<file path="config.mk">
export PLATFORM = sky130hd
export DESIGN_NAME = snake_body_engine
export DESIGN_NICKNAME = d
export VERILOG_FILES = /design/src/rtl/snake_pkg.sv /design/src/rtl/snake_body_buffer.sv /design/src/rtl/snake_body_engine.sv
export SDC_FILE = /design/constraint.sdc
export NUM_CORES = 1
export LEC_CHECK = 0
export CAP_MARGIN = 40
export CORE_UTILIZATION = 55
export CTS_CLUSTER_DIAMETER = 120
export DETAILED_ROUTE_END_ITERATION = 8
export GPL_ROUTABILITY_DRIVEN = 0
export HOLD_SLACK_MARGIN = 0.05
export PLACE_DENSITY_LB_ADDON = 0.15
export SLEW_MARGIN = 20
export SYNTH_ARGS = -nofsm -noshare
export SYNTH_HDL_FRONTEND = slang
export SYNTH_SLANG_ARGS = --single-unit
</file>
<file path="constraint.sdc">
create_clock -name clk -period 11.8 [get_ports clk]
set_clock_uncertainty 0.15 [all_clocks]
set_input_delay 2.95 -clock clk [delete_from_list [all_inputs] [get_ports clk]]
set_output_delay 2.95 -clock clk [all_outputs]
set_load 0.1 [all_outputs]
</file>
<file path="src/rtl/snake_pkg.sv">
// Shared types and constants for the snake body engine.
package snake_pkg;

  typedef enum logic [1:0] {
    UP    = 2'b00,
    LEFT  = 2'b01,
    RIGHT = 2'b10,
    DOWN  = 2'b11
  } dir_t;

  typedef struct packed {
    logic [7:0] x;
    logic [6:0] y;
  } pos_t;

  localparam int POS_W = $bits(pos_t);

  localparam logic [2:0] C_APPLE = 3'b100;
  localparam logic [2:0] C_BLACK = 3'b000;

  typedef enum logic [3:0] {
    S_IDLE,
    S_INIT_DRAW,
    S_APPLE_PICK,
    S_APPLE_DRAW,
    S_WAIT_STEP,
    S_COMPUTE,
    S_SCAN,
    S_ERASE_TAIL,
    S_DRAW_HEAD,
    S_GAME_OVER
  } state_t;

  // Opposite directions are bitwise complements in this encoding.
  function automatic logic is_opposite(dir_t a, dir_t b);
    return a == dir_t'(~b);
  endfunction

endpackage

</file>
<file path="src/rtl/snake_body_buffer.sv">
// Circular buffer of body cells; the oldest entry is the tail, the newest is the head.
module snake_body_buffer
  import snake_pkg::*;
#(
  parameter int MAX_LEN  = 32,
  parameter int INIT_LEN = 3,
  parameter int SCREEN_W = 160,
  parameter int SCREEN_H = 120
) (
  input  logic                       clk,
  input  logic                       rst,
  input  logic                       init_load,
  input  logic                       push,
  input  logic                       pop_tail,
  input  logic [POS_W-1:0]           push_pos,
  input  logic [$clog2(MAX_LEN)-1:0] rd_off,
  output logic [POS_W-1:0]           rd_pos,
  output logic [POS_W-1:0]           head_pos,
  output logic [POS_W-1:0]           tail_pos
);

  localparam int PTR_W = $clog2(MAX_LEN);

  pos_t             cells [MAX_LEN];
  logic [PTR_W-1:0] head_ptr;
  logic [PTR_W-1:0] tail_ptr;
  logic [PTR_W-1:0] head_nxt;
  logic [PTR_W-1:0] rd_ptr;

  assign head_nxt = head_ptr + PTR_W'(1);
  assign rd_ptr   = tail_ptr + rd_off;

  always_ff @(posedge clk) begin
    if (rst) begin
      head_ptr <= '0;
      tail_ptr <= '0;
    end else if (init_load) begin
      // Horizontal starting body ending at the screen centre, tail at slot 0.
      for (int k = 0; k < INIT_LEN; k++) begin
        cells[PTR_W'(k)] <= '{x: 8'(SCREEN_W/2 - (INIT_LEN-1) + k), y: 7'(SCREEN_H/2)};
      end
      tail_ptr <= '0;
      head_ptr <= PTR_W'(INIT_LEN-1);
    end else begin
      if (push) begin
        cells[head_nxt] <= push_pos;
        head_ptr        <= head_nxt;
      end
      if (pop_tail) tail_ptr <= tail_ptr + PTR_W'(1);
    end
  end

  assign rd_pos   = cells[rd_ptr];
  assign head_pos = cells[head_ptr];
  assign tail_pos = cells[tail_ptr];

endmodule

</file>
<file path="src/rtl/snake_body_engine.sv">
// Multi-cell snake game engine driving a one-pixel-per-cycle VGA plot port.
// States: IDLE wait start | INIT_DRAW plot body | APPLE_PICK sample rng | APPLE_DRAW plot apple
//   WAIT_STEP wait move | COMPUTE next head | SCAN self-hit | ERASE_TAIL | DRAW_HEAD | GAME_OVER
module snake_body_engine
  import snake_pkg::*;
#(
  parameter int SCREEN_W = 160,
  parameter int SCREEN_H = 120,
  parameter int MAX_LEN  = 32,
  parameter int INIT_LEN = 3,
  parameter int WRAP_EN  = 0
) (
  input  logic       clk,
  input  logic       rst,
  input  logic       start,
  input  logic       step,
  input  logic [1:0] dir,
  input  logic [2:0] colour,
  input  logic [7:0] rng_x,
  input  logic [6:0] rng_y,
  output logic       busy,
  output logic       done,
  output logic [7:0] score,
  output logic [7:0] vga_x,
  output logic [6:0] vga_y,
  output logic [2:0] vga_colour,
  output logic       vga_plot
);

  localparam int PTR_W = $clog2(MAX_LEN);
  localparam int LEN_W = PTR_W + 1;

  localparam logic [7:0]       X_LAST    = 8'(SCREEN_W-1);
  localparam logic [7:0]       X_HI      = 8'(SCREEN_W-2);
  localparam logic [6:0]       Y_LAST    = 7'(SCREEN_H-1);
  localparam logic [6:0]       Y_HI      = 7'(SCREEN_H-2);
  localparam logic [LEN_W-1:0] LEN_INIT  = LEN_W'(INIT_LEN);
  localparam logic [LEN_W-1:0] INIT_LAST = LEN_W'(INIT_LEN-1);
  localparam logic [LEN_W-1:0] LEN_MAX   = LEN_W'(MAX_LEN);
  localparam logic [LEN_W-1:0] LEN_ONE   = LEN_W'(1);

  state_t           state;
  dir_t             cur_dir;
  dir_t             eff_dir;
  logic [LEN_W-1:0] len;
  logic [LEN_W-1:0] idx;
  pos_t             apple;
  pos_t             next_head;
  logic             grow;
  logic             ate;

  pos_t rd_pos, head_pos, tail_pos;
  pos_t step_pos, wrapped;
  logic off_field;
  logic hit_apple;
  logic init_load, push, pop_tail;

  assign init_load = (state == S_IDLE) && start;
  assign push      = (state == S_DRAW_HEAD);
  assign pop_tail  = (state == S_ERASE_TAIL);

  snake_body_buffer #(
    .MAX_LEN (MAX_LEN),
    .INIT_LEN(INIT_LEN),
    .SCREEN_W(SCREEN_W),
    .SCREEN_H(SCREEN_H)
  ) u_body (
    .clk      (clk),
    .rst      (rst),
    .init_load(init_load),
    .push     (push),
    .pop_tail (pop_tail),
    .push_pos (next_head),
    .rd_off   (idx[PTR_W-1:0]),
    .rd_pos   (rd_pos),
    .head_pos (head_pos),
    .tail_pos (tail_pos)
  );

  always_comb begin
    eff_dir  = is_opposite(dir_t'(dir), cur_dir) ? cur_dir : dir_t'(dir);
    step_pos = head_pos;
    case (eff_dir)
      UP:      step_pos.y = head_pos.y - 7'd1;
      LEFT:    step_pos.x = head_pos.x - 8'd1;
      RIGHT:   step_pos.x = head_pos.x + 8'd1;
      default: step_pos.y = head_pos.y + 7'd1;
    endcase
    off_field = (step_pos.x == 8'd0) || (step_pos.x == X_LAST) ||
                (step_pos.y == 7'd0) || (step_pos.y == Y_LAST);
    // Identical to step_pos whenever the move stays inside the field.
    wrapped = step_pos;
    if (step_pos.x == 8'd0)        wrapped.x = X_HI;
    else if (step_pos.x == X_LAST) wrapped.x = 8'd1;
    if (step_pos.y == 7'd0)        wrapped.y = Y_HI;
    else if (step_pos.y == Y_LAST) wrapped.y = 7'd1;
    hit_apple = (wrapped == apple);
  end

  always_ff @(posedge clk) begin
    if (rst) begin
      state     <= S_IDLE;
      done      <= 1'b0;
      score     <= 8'd0;
      cur_dir   <= RIGHT;
      len       <= LEN_INIT;
      idx       <= '0;
      apple     <= '0;
      next_head <= '0;
      grow      <= 1'b0;
      ate       <= 1'b0;
    end else begin
      case (state)
        S_IDLE: if (start) begin
          score   <= 8'd0;
          len     <= LEN_INIT;
          cur_dir <= RIGHT;
          idx     <= '0;
          state   <= S_INIT_DRAW;
        end
        S_INIT_DRAW: begin
          if (idx == INIT_LAST) state <= S_APPLE_PICK;
          else                  idx   <= idx + LEN_ONE;
        end
        S_APPLE_PICK: begin
          if (rng_x != 8'd0 && rng_x <= X_HI && rng_y != 7'd0 && rng_y <= Y_HI) begin
            apple <= '{x: rng_x, y: rng_y};
            state <= S_APPLE_DRAW;
          end
        end
        S_APPLE_DRAW: state <= S_WAIT_STEP;
        S_WAIT_STEP:  if (step) state <= S_COMPUTE;
        S_COMPUTE: begin
          cur_dir <= eff_dir;
          if (off_field && WRAP_EN == 0) begin
            done  <= 1'b1;
            state <= S_GAME_OVER;
          end else begin
            next_head <= wrapped;
            ate       <= hit_apple;
            grow      <= hit_apple && (len < LEN_MAX);
            // A non-growing move vacates the tail, so it is left out of the scan.
            idx       <= (hit_apple && (len < LEN_MAX)) ? '0 : LEN_ONE;
            state     <= S_SCAN;
          end
        end
        S_SCAN: begin
          if (rd_pos == next_head) begin
            done  <= 1'b1;
            state <= S_GAME_OVER;
          end else if (idx == len - LEN_ONE) begin
            state <= grow ? S_DRAW_HEAD : S_ERASE_TAIL;
          end else begin
            idx <= idx + LEN_ONE;
          end
        end
        S_ERASE_TAIL: state <= S_DRAW_HEAD;
        S_DRAW_HEAD: begin
          if (ate) begin
            if (score != 8'hFF) score <= score + 8'd1;
            if (grow)           len   <= len + LEN_ONE;
            state <= S_APPLE_PICK;
          end else begin
            state <= S_WAIT_STEP;
          end
        end
        S_GAME_OVER: if (!start) begin
          done  <= 1'b0;
          state <= S_IDLE;
        end
        default: state <= S_IDLE;
      endcase
    end
  end

  always_comb begin
    busy       = !(state inside {S_IDLE, S_WAIT_STEP, S_GAME_OVER});
    vga_plot   = 1'b0;
    vga_x      = 8'd0;
    vga_y      = 7'd0;
    vga_colour = colour;
    case (state)
      S_INIT_DRAW: begin
        vga_plot = 1'b1;
        vga_x    = rd_pos.x;
        vga_y    = rd_pos.y;
      end
      S_APPLE_DRAW: begin
        vga_plot   = 1'b1;
        vga_x      = apple.x;
        vga_y      = apple.y;
        vga_colour = C_APPLE;
      end
      S_ERASE_TAIL: begin
        vga_plot   = 1'b1;
        vga_x      = tail_pos.x;
        vga_y      = tail_pos.y;
        vga_colour = C_BLACK;
      end
      S_DRAW_HEAD: begin
        vga_plot = 1'b1;
        vga_x    = next_head.x;
        vga_y    = next_head.y;
      end
      default: ;
    endcase
  end

endmodule

</file>
==> flow_summary_export.csv, run 1 <==
group,metric,value,unit
floorplanning,initial_standard_cell_utilization_of_the_core,55.6,%
clock_network,clk_transition_reported_paths,0.06,ns
hold_path,min_path_type,"reg -> reg",
floorplanning,top_level_ports,53,
grt,grt_max_degree,88,
job,cap_violations,0,
route,wire_length_after_detailed_routing,104000,µm
worst_setup_path,worst_setup_path_end_kind,"output pin",
grt,grt_first_pass_wirelength,150000,µm
timing,timing_max_transition_violations_final,0,
grt,antenna_found_initial,2,
clock_network,post_cts_resize_count,0,
clock_network,tritoncts_num_sinks,554,
grt,globalRoute.totalOverflow,0,
timing,rsz0062_at_grt,"no",
floorplanning,core-area,59000,µm²
synthesis,count_of_warnings_emitted_by_yosys,0,
layout,design_area,36900,µm²
route,ant_nets,0,
power,power_density,164,nW/µm²
synthesis,yosys.area.top_type,"sky130_fd_sc_hd__edfxtp_1",
synthesis,syn-instance-count,2242,
floorplanning,fp.dieW,246,µm
worst_setup_path,flop_to_flop_setup_slack,4.63,ns
worst_setup_path,r2r.worst_path.cells,20,
worst_setup_path,critical_path_required,8.70,ns
clock_network,cts.hold.buffers_added,0,
power,power.leakage,11.7,nW
worst_setup_path,regToRegStartpoint,"u_body.head_ptr[0]",
floorplanning,dieArea,60700,µm²
synthesis,yosys.cell_types.count,105,
route,drt_first_iter_violations,3262,
clock_network,post_cts_buffers,0,
clock_network,htree_levels,2,
clock_network,buffer_type_at_the_clock_tree_root,"sky130_fd_sc_hd__clkbuf_16",
synthesis,synth_top_area_share,43.9,%
clock_network,clock_latency,0.65,ns
hold_path,min_path_cells,2,
synthesis,ys_async_rst_share,0,%
synthesis,ys_seq_elements,554,
synthesis,ys_top_cells_by_area,"sky130_fd_sc_hd__edfxtp_1, sky130_fd_sc_hd__mux4_2, sky130_fd_sc_hd__mux2i_1",
placed_design,placed_cell_area,35000,µm²
floorplanning,std_cell_rows,89,
floorplanning,die_height,246,µm
timing,timing.final.crit_period,8.43,ns
synthesis,netlist_area,32800,µm²
clock_network,cts_tree,"built",
timing,worstMarginPinSlew,0.943,ns
synthesis,most_instantiated_library_cell_after_synthesis,"sky130_fd_sc_hd__edfxtp_1",
placed_design,place.detailed.hpwl,67400,µm
clock_network,numCtsBuffers,59,
worst_setup_path,worstPathMaxFanout,33,
route,routedWlPerCell,33.1,µm
worst_setup_path,critical_path.startpoint_type,"register",
route,routed-via-count,23100,
grt,gr-usage-all-layers,34.3,%
synthesis,syn_avg_cell_area,14.6,µm²
timing,setup_viol,0,
synthesis,synth_nets,2297,
timing,slew_headroom,37.1,%
timing,max_clock_freq,0.119,GHz
route,avgViaCountPerCell,7.36,
clock_network,max-clock-path-buffers,3,
power,max_rail_drop_vdd,0.212,mV
route,drcViolationCount,0,
worst_setup_path,regToRegEndpoint,"state[1]",
synthesis,count_of_flip_flops_with_a_built_in_enable_after_synthesis,480,
hold_path,hold_path.startpoint,"score[1]",
synthesis,seq_area_frac_synth,48.4,%
timing,finalCritPeriodShare,71.4,%
timing,fin_tns_setup,0,ns
route,drt_pre_antenna_iters,8,
worst_setup_path,worst_path_class_setup,"reg -> out",
layout,area.growth.synth_to_final,12.5,%
layout,nNetsFinal,2363,
layout,drive_above_1_share,28.4,%
synthesis,most_frequent_cells_after_synthesis,"sky130_fd_sc_hd__edfxtp_1, sky130_fd_sc_hd__mux4_2, sky130_fd_sc_hd__mux2i_1, sky130_fd_sc_hd__nor2_1, sky130_fd_sc_hd__nand2_1",
hold_path,hold_path_end,"score[1]",
run_status,outcome,"finished clean",
worst_setup_path,cp_data_arrival_time,5.33,ns
synthesis,synth_flop_cell,"sky130_fd_sc_hd__edfxtp_1",
timing,hold_viol_final,0,
grt,first_global_vias,22000,
placed_design,buffer_ports.inserted,52,
-- report_power, final --
group / internal (mW) / switching [mW] / leakage (nW)
sequential: 2.19 / 0.0752 / 4.88
combinational: 0.817 / 1.13 / 5.86
clock: 1.05 / 0.810 / 0.917
total: 4.06 / 2.02 / 11.7
-- cells in the final DEF, fill, tap and decap left out, types with 33 or more instances in the layout --
cell type	netlist	final
sky130_fd_sc_hd__edfxtp_1	480	480
sky130_fd_sc_hd__inv_1	34	34
sky130_fd_sc_hd__mux2_2	39	39
sky130_fd_sc_hd__nor2_1	138	109
sky130_fd_sc_hd__a22oi_1	59	59
sky130_fd_sc_hd__and2_1	33	33
sky130_fd_sc_hd__buf_8	2	35
sky130_fd_sc_hd__o21ai_0	36	36
sky130_fd_sc_hd__nand3_1	44	44
sky130_fd_sc_hd__clkbuf_16	0	59
sky130_fd_sc_hd__dfxtp_1	74	68
sky130_fd_sc_hd__a21oi_1	74	74
sky130_fd_sc_hd__nand2_1	132	132
sky130_fd_sc_hd__clkdlybuf4s50_1	0	51
sky130_fd_sc_hd__buf_4	9	64
sky130_fd_sc_hd__mux2i_1	186	186
sky130_fd_sc_hd__mux4_2	333	333
-- worst max path at each step --
stage | from | to | slack (ns) | cells after the start
3_5_place_dp | dir[0] | state[2] | 3.44 | 19
2_1_floorplan | dir[1] | idx[0] | 4.66 | 16
3_3_place_gp | dir[1] | state[1] | 3.52 | 17
4_1_cts | idx[0] | vga_x[0] | 3.26 | 10
6_report | idx[0] | vga_x[4] | 3.37 | 10
5_1_grt | idx[0] | vga_x[4] | 3.29 | 10
-- flip-flops by register name (all words and copies together), names as in the netlist, 4 cells and up, named ones only --
signal and count:
next_head 15, score 8, u_body.tail_ptr 5, u_body.head_ptr 5
apple 15, u_body.cells 480, state 4, len 6
idx 6
-- metal layers --
layer / vias to the layer above / global-route usage, % / share of wire, % / routed length (µm)
met5: - / 0 / 0 / 0
met4: 0 / 13.9 / 4.4 / 4560
met3: 285 / 7.92 / 12 / 12000
met2: 1592 / 52.0 / 46 / 47700
met1: 11800 / 48.0 / 38 / 39200
li1: 9339 / - / - / -
-- per-stage QoR --
step | hold WS, ns | cells | util (%) | total power [mW] | worst slack, ns
3_3_place_gp | 0.334 | 2964 | 57.7 | 4.07 | 3.52
2_1_floorplan | 0.301 | 2242 | - | 3.68 | 4.66
4_1_cts | 0.364 | 3127 | 62.5 | 6.06 | 3.26
5_1_grt | 0.392 | 3132 | 62.6 | 6.26 | 3.29
6_report | 0.370 | 3133 | 62.6 | 6.07 | 3.37
3_5_place_dp | 0.351 | 3015 | 59.3 | 4.23 | 3.44
-- layout make-up --
type | count | area [µm²]
fillers | 4247 | 22100
multi-input cells | 1485 | 16100
flip-flops and latches | 554 | 15900
repair buffers | 171 | 1980
clock buffers | 69 | 1510
well taps | 773 | 967
clock inverters | 43 | 373
inverters | 37 | 139
diodes | 1 | 2.50
-- critical path, cell delays in order, from the launching register on --
cell,delay (ns)
sky130_fd_sc_hd__dfxtp_1,0.40
sky130_fd_sc_hd__ha_4,0.20
sky130_fd_sc_hd__fa_4,1.17
sky130_fd_sc_hd__buf_4,0.58
sky130_fd_sc_hd__mux4_2,0.41
sky130_fd_sc_hd__mux4_2,0.55
sky130_fd_sc_hd__mux2_2,0.35
sky130_fd_sc_hd__nand2_1,0.09
sky130_fd_sc_hd__nand2_1,0.10
sky130_fd_sc_hd__clkdlybuf4s50_1,0.56
sky130_fd_sc_hd__buf_16,0.22
-- cells by family (layout without fill, tap and decap cells) --
logic type | Yosys count | count (layout) | share of synthesized area (%)
mux | 570 | 570 | 30.6
flops | 554 | 554 | 48.4
simple gates | 508 | 508 | 7.81
compound gates | 317 | 317 | 7.01
buf+inv | 203 | 320 | 3.33
xor+xnor | 59 | 59 | 1.60
fa+ha+maj | 31 | 31 | 1.25
other cells | 0 | 1 | 0
Power figures use the tool's default switching activity.
==> inputs of run 2 (changes only) <==
- clock period: 11.8 -> 6.9 ns (I/O delays scaled with it)
==> flow_summary_export.csv, run 2 (synthesis gave the netlist of run 1 again) <==
group,metric,value,unit
run_status,outcome,"finished clean",
timing,timing.final.crit_period,6.60,ns
grt,grt_first_pass_wirelength,153000,µm
clock_network,buffer_type_at_the_clock_tree_root,"sky130_fd_sc_hd__clkbuf_16",
clock_network,cts.hold.buffers_added,0,
layout,area.growth.synth_to_final,12.1,%
layout,drive_above_1_share,29.2,%
route,drt_first_iter_violations,3276,
clock_network,clock_latency,0.64,ns
route,drt_pre_antenna_iters,6,
floorplanning,initial_standard_cell_utilization_of_the_core,55.6,%
floorplanning,core-area,59000,µm²
power,max_rail_drop_vdd,0.382,mV
worst_setup_path,crit_path_start,"idx[0]",
placed_design,buffer_ports.inserted,52,
layout,layout_top_registers,"u_body.cells (480), apple (15), next_head (15)",
timing,timing_max_transition_violations_final,0,
timing,fin_tns_setup,0,ns
power,power_density,275,nW/µm²
worst_setup_path,r2r.worst_path.cells,20,
placed_design,worst_setup_slack_after_placement,0.128,ns
grt,antenna_found_initial,3,
clock_network,clk_transition_reported_paths,0.06,ns
clock_network,max-clock-path-buffers,3,
clock_network,post_cts_resize_count,0,
clock_network,post_cts_buffers,0,
clock_network,cts_tree,"built",
layout,num_antenna_cells,0,
layout,most-common-layout-cells,"sky130_fd_sc_hd__edfxtp_1, sky130_fd_sc_hd__mux4_2, sky130_fd_sc_hd__mux2i_1, sky130_fd_sc_hd__nand2_1, sky130_fd_sc_hd__nor2_1",
worst_setup_path,worstPathMaxFanout,42,
route,wire_length_after_detailed_routing,105000,µm
floorplanning,fp.dieW,246,µm
worst_setup_path,worst_setup_path_end_kind,"output pin",
floorplanning,die_height,246,µm
timing,worstMarginPinSlew,0.936,ns
route,routed-via-count,23300,
route,ant_nets,0,
route,avgViaCountPerCell,7.40,
worst_setup_path,crit_path_end,"vga_x[0]",
clock_network,numCtsBuffers,59,
timing,finalCritPeriodShare,95.7,%
timing,slew_headroom,37.4,%
floorplanning,std_cell_rows,89,
worst_setup_path,regToRegStartpoint,"u_body.head_ptr[2]",
floorplanning,dieArea,60700,µm²
grt,globalRoute.totalOverflow,0,
worst_setup_path,critical_path.startpoint_type,"register",
job,cap_violations,0,
grt,first_global_vias,22800,
layout,leading_cell_type_in_the_layout_fill_and_taps_excluded,"sky130_fd_sc_hd__edfxtp_1",
worst_setup_path,flop_to_flop_setup_slack,0.54,ns
timing,rsz0062_at_grt,"no",
layout,nNetsFinal,2377,
timing,setup_viol,0,
timing,hold_viol_final,0,
power,power.leakage,11.7,nW
clock_network,tritoncts_num_sinks,554,
placed_design,place.detailed.hpwl,69700,µm
grt,grt_max_degree,58,
clock_network,htree_levels,2,
grt,gr-usage-all-layers,35.3,%
route,routedWlPerCell,33.6,µm
layout,largest-register,"u_body.cells",
timing,setup_ws,0.296,ns
worst_setup_path,regToRegEndpoint,"idx[3]",
worst_setup_path,critical_path_required,5.03,ns
hold_path,min_path_type,"reg -> reg",
route,drcViolationCount,0,
layout,filler_cell_count,4261,
layout,largest_register_ffs,480,
worst_setup_path,worst_path_class_setup,"reg -> out",
floorplanning,top_level_ports,53,
worst_setup_path,cp_data_arrival_time,4.73,ns
timing,max_clock_freq,0.151,GHz
run 2: worst max-delay path, cell delays in order (launching register included):
cell and delay, ns:
sky130_fd_sc_hd__dfxtp_1 0.41, sky130_fd_sc_hd__ha_4 0.22, sky130_fd_sc_hd__fa_4 1.34, sky130_fd_sc_hd__buf_4 0.36, sky130_fd_sc_hd__mux4_2 0.35, sky130_fd_sc_hd__mux4_2 0.56
sky130_fd_sc_hd__mux2_2 0.34, sky130_fd_sc_hd__nand2_1 0.08, sky130_fd_sc_hd__nand2_1 0.10, sky130_fd_sc_hd__buf_4 0.26
run 2: worst min-delay path by stage:
stage,start,to,slack (ns),cells after the start
CTS,done,done,0.35,2
global placement,done,done,0.33,2
global route,score[1],score[1],0.39,2
detailed placement,done,done,0.34,2
finish,done,done,0.35,2
floorplan,ate,ate,0.30,2
run 2: through the flow:
| step | power, mW | hold WS (ns) | instances | cell area (µm²) | utilization (%) |
|---|---|---|---|---|---|
| final | 10.1 | 0.350 | 3142 | 36800 | 62.4 |
| after global routing | 10.4 | 0.394 | 3142 | 36800 | 62.4 |
| after CTS | 10.1 | 0.353 | 3140 | 36800 | 62.3 |
| after detailed placement | 7.16 | 0.343 | 3032 | 35000 | 59.3 |
| after global placement | 7.05 | 0.332 | 3000 | 34400 | 58.3 |
| after floorplan | 6.30 | 0.301 | 2242 | 32800 | - |
run 2: final cells by class:
cell class                      instances  area [µm²]  share of cell area, %
Clock inverter                         34         195                  0.530
Clock buffer                           74        1580                   4.30
Sequential cell                       554       15900                   43.2
Inverter                               37         139                  0.377
Timing Repair Buffer                  185        1960                   5.33
Multi-Input combinational cell       1485       16100                   43.6
Tap cell                              773         967                   2.63
run 2: power by group:
group          total, mW  switching [mW]  internal, mW
clock               2.98            1.33          1.65
sequential          3.88           0.123          3.75
combinational       3.27            1.96          1.31
total               10.1            3.42          6.71
run 2: per-layer routing:
| layer | vias up | routed length (µm) | GRT usage [%] |
|---|---|---|---|
| met2 | 1787 | 47400 | 52.5 |
| li1 | 9364 | - | - |
| met4 | 2 | 5210 | 16.2 |
| met1 | 11800 | 39100 | 48.9 |
| met5 | - | 13 | 0 |
| met3 | 303 | 13800 | 8.95 |
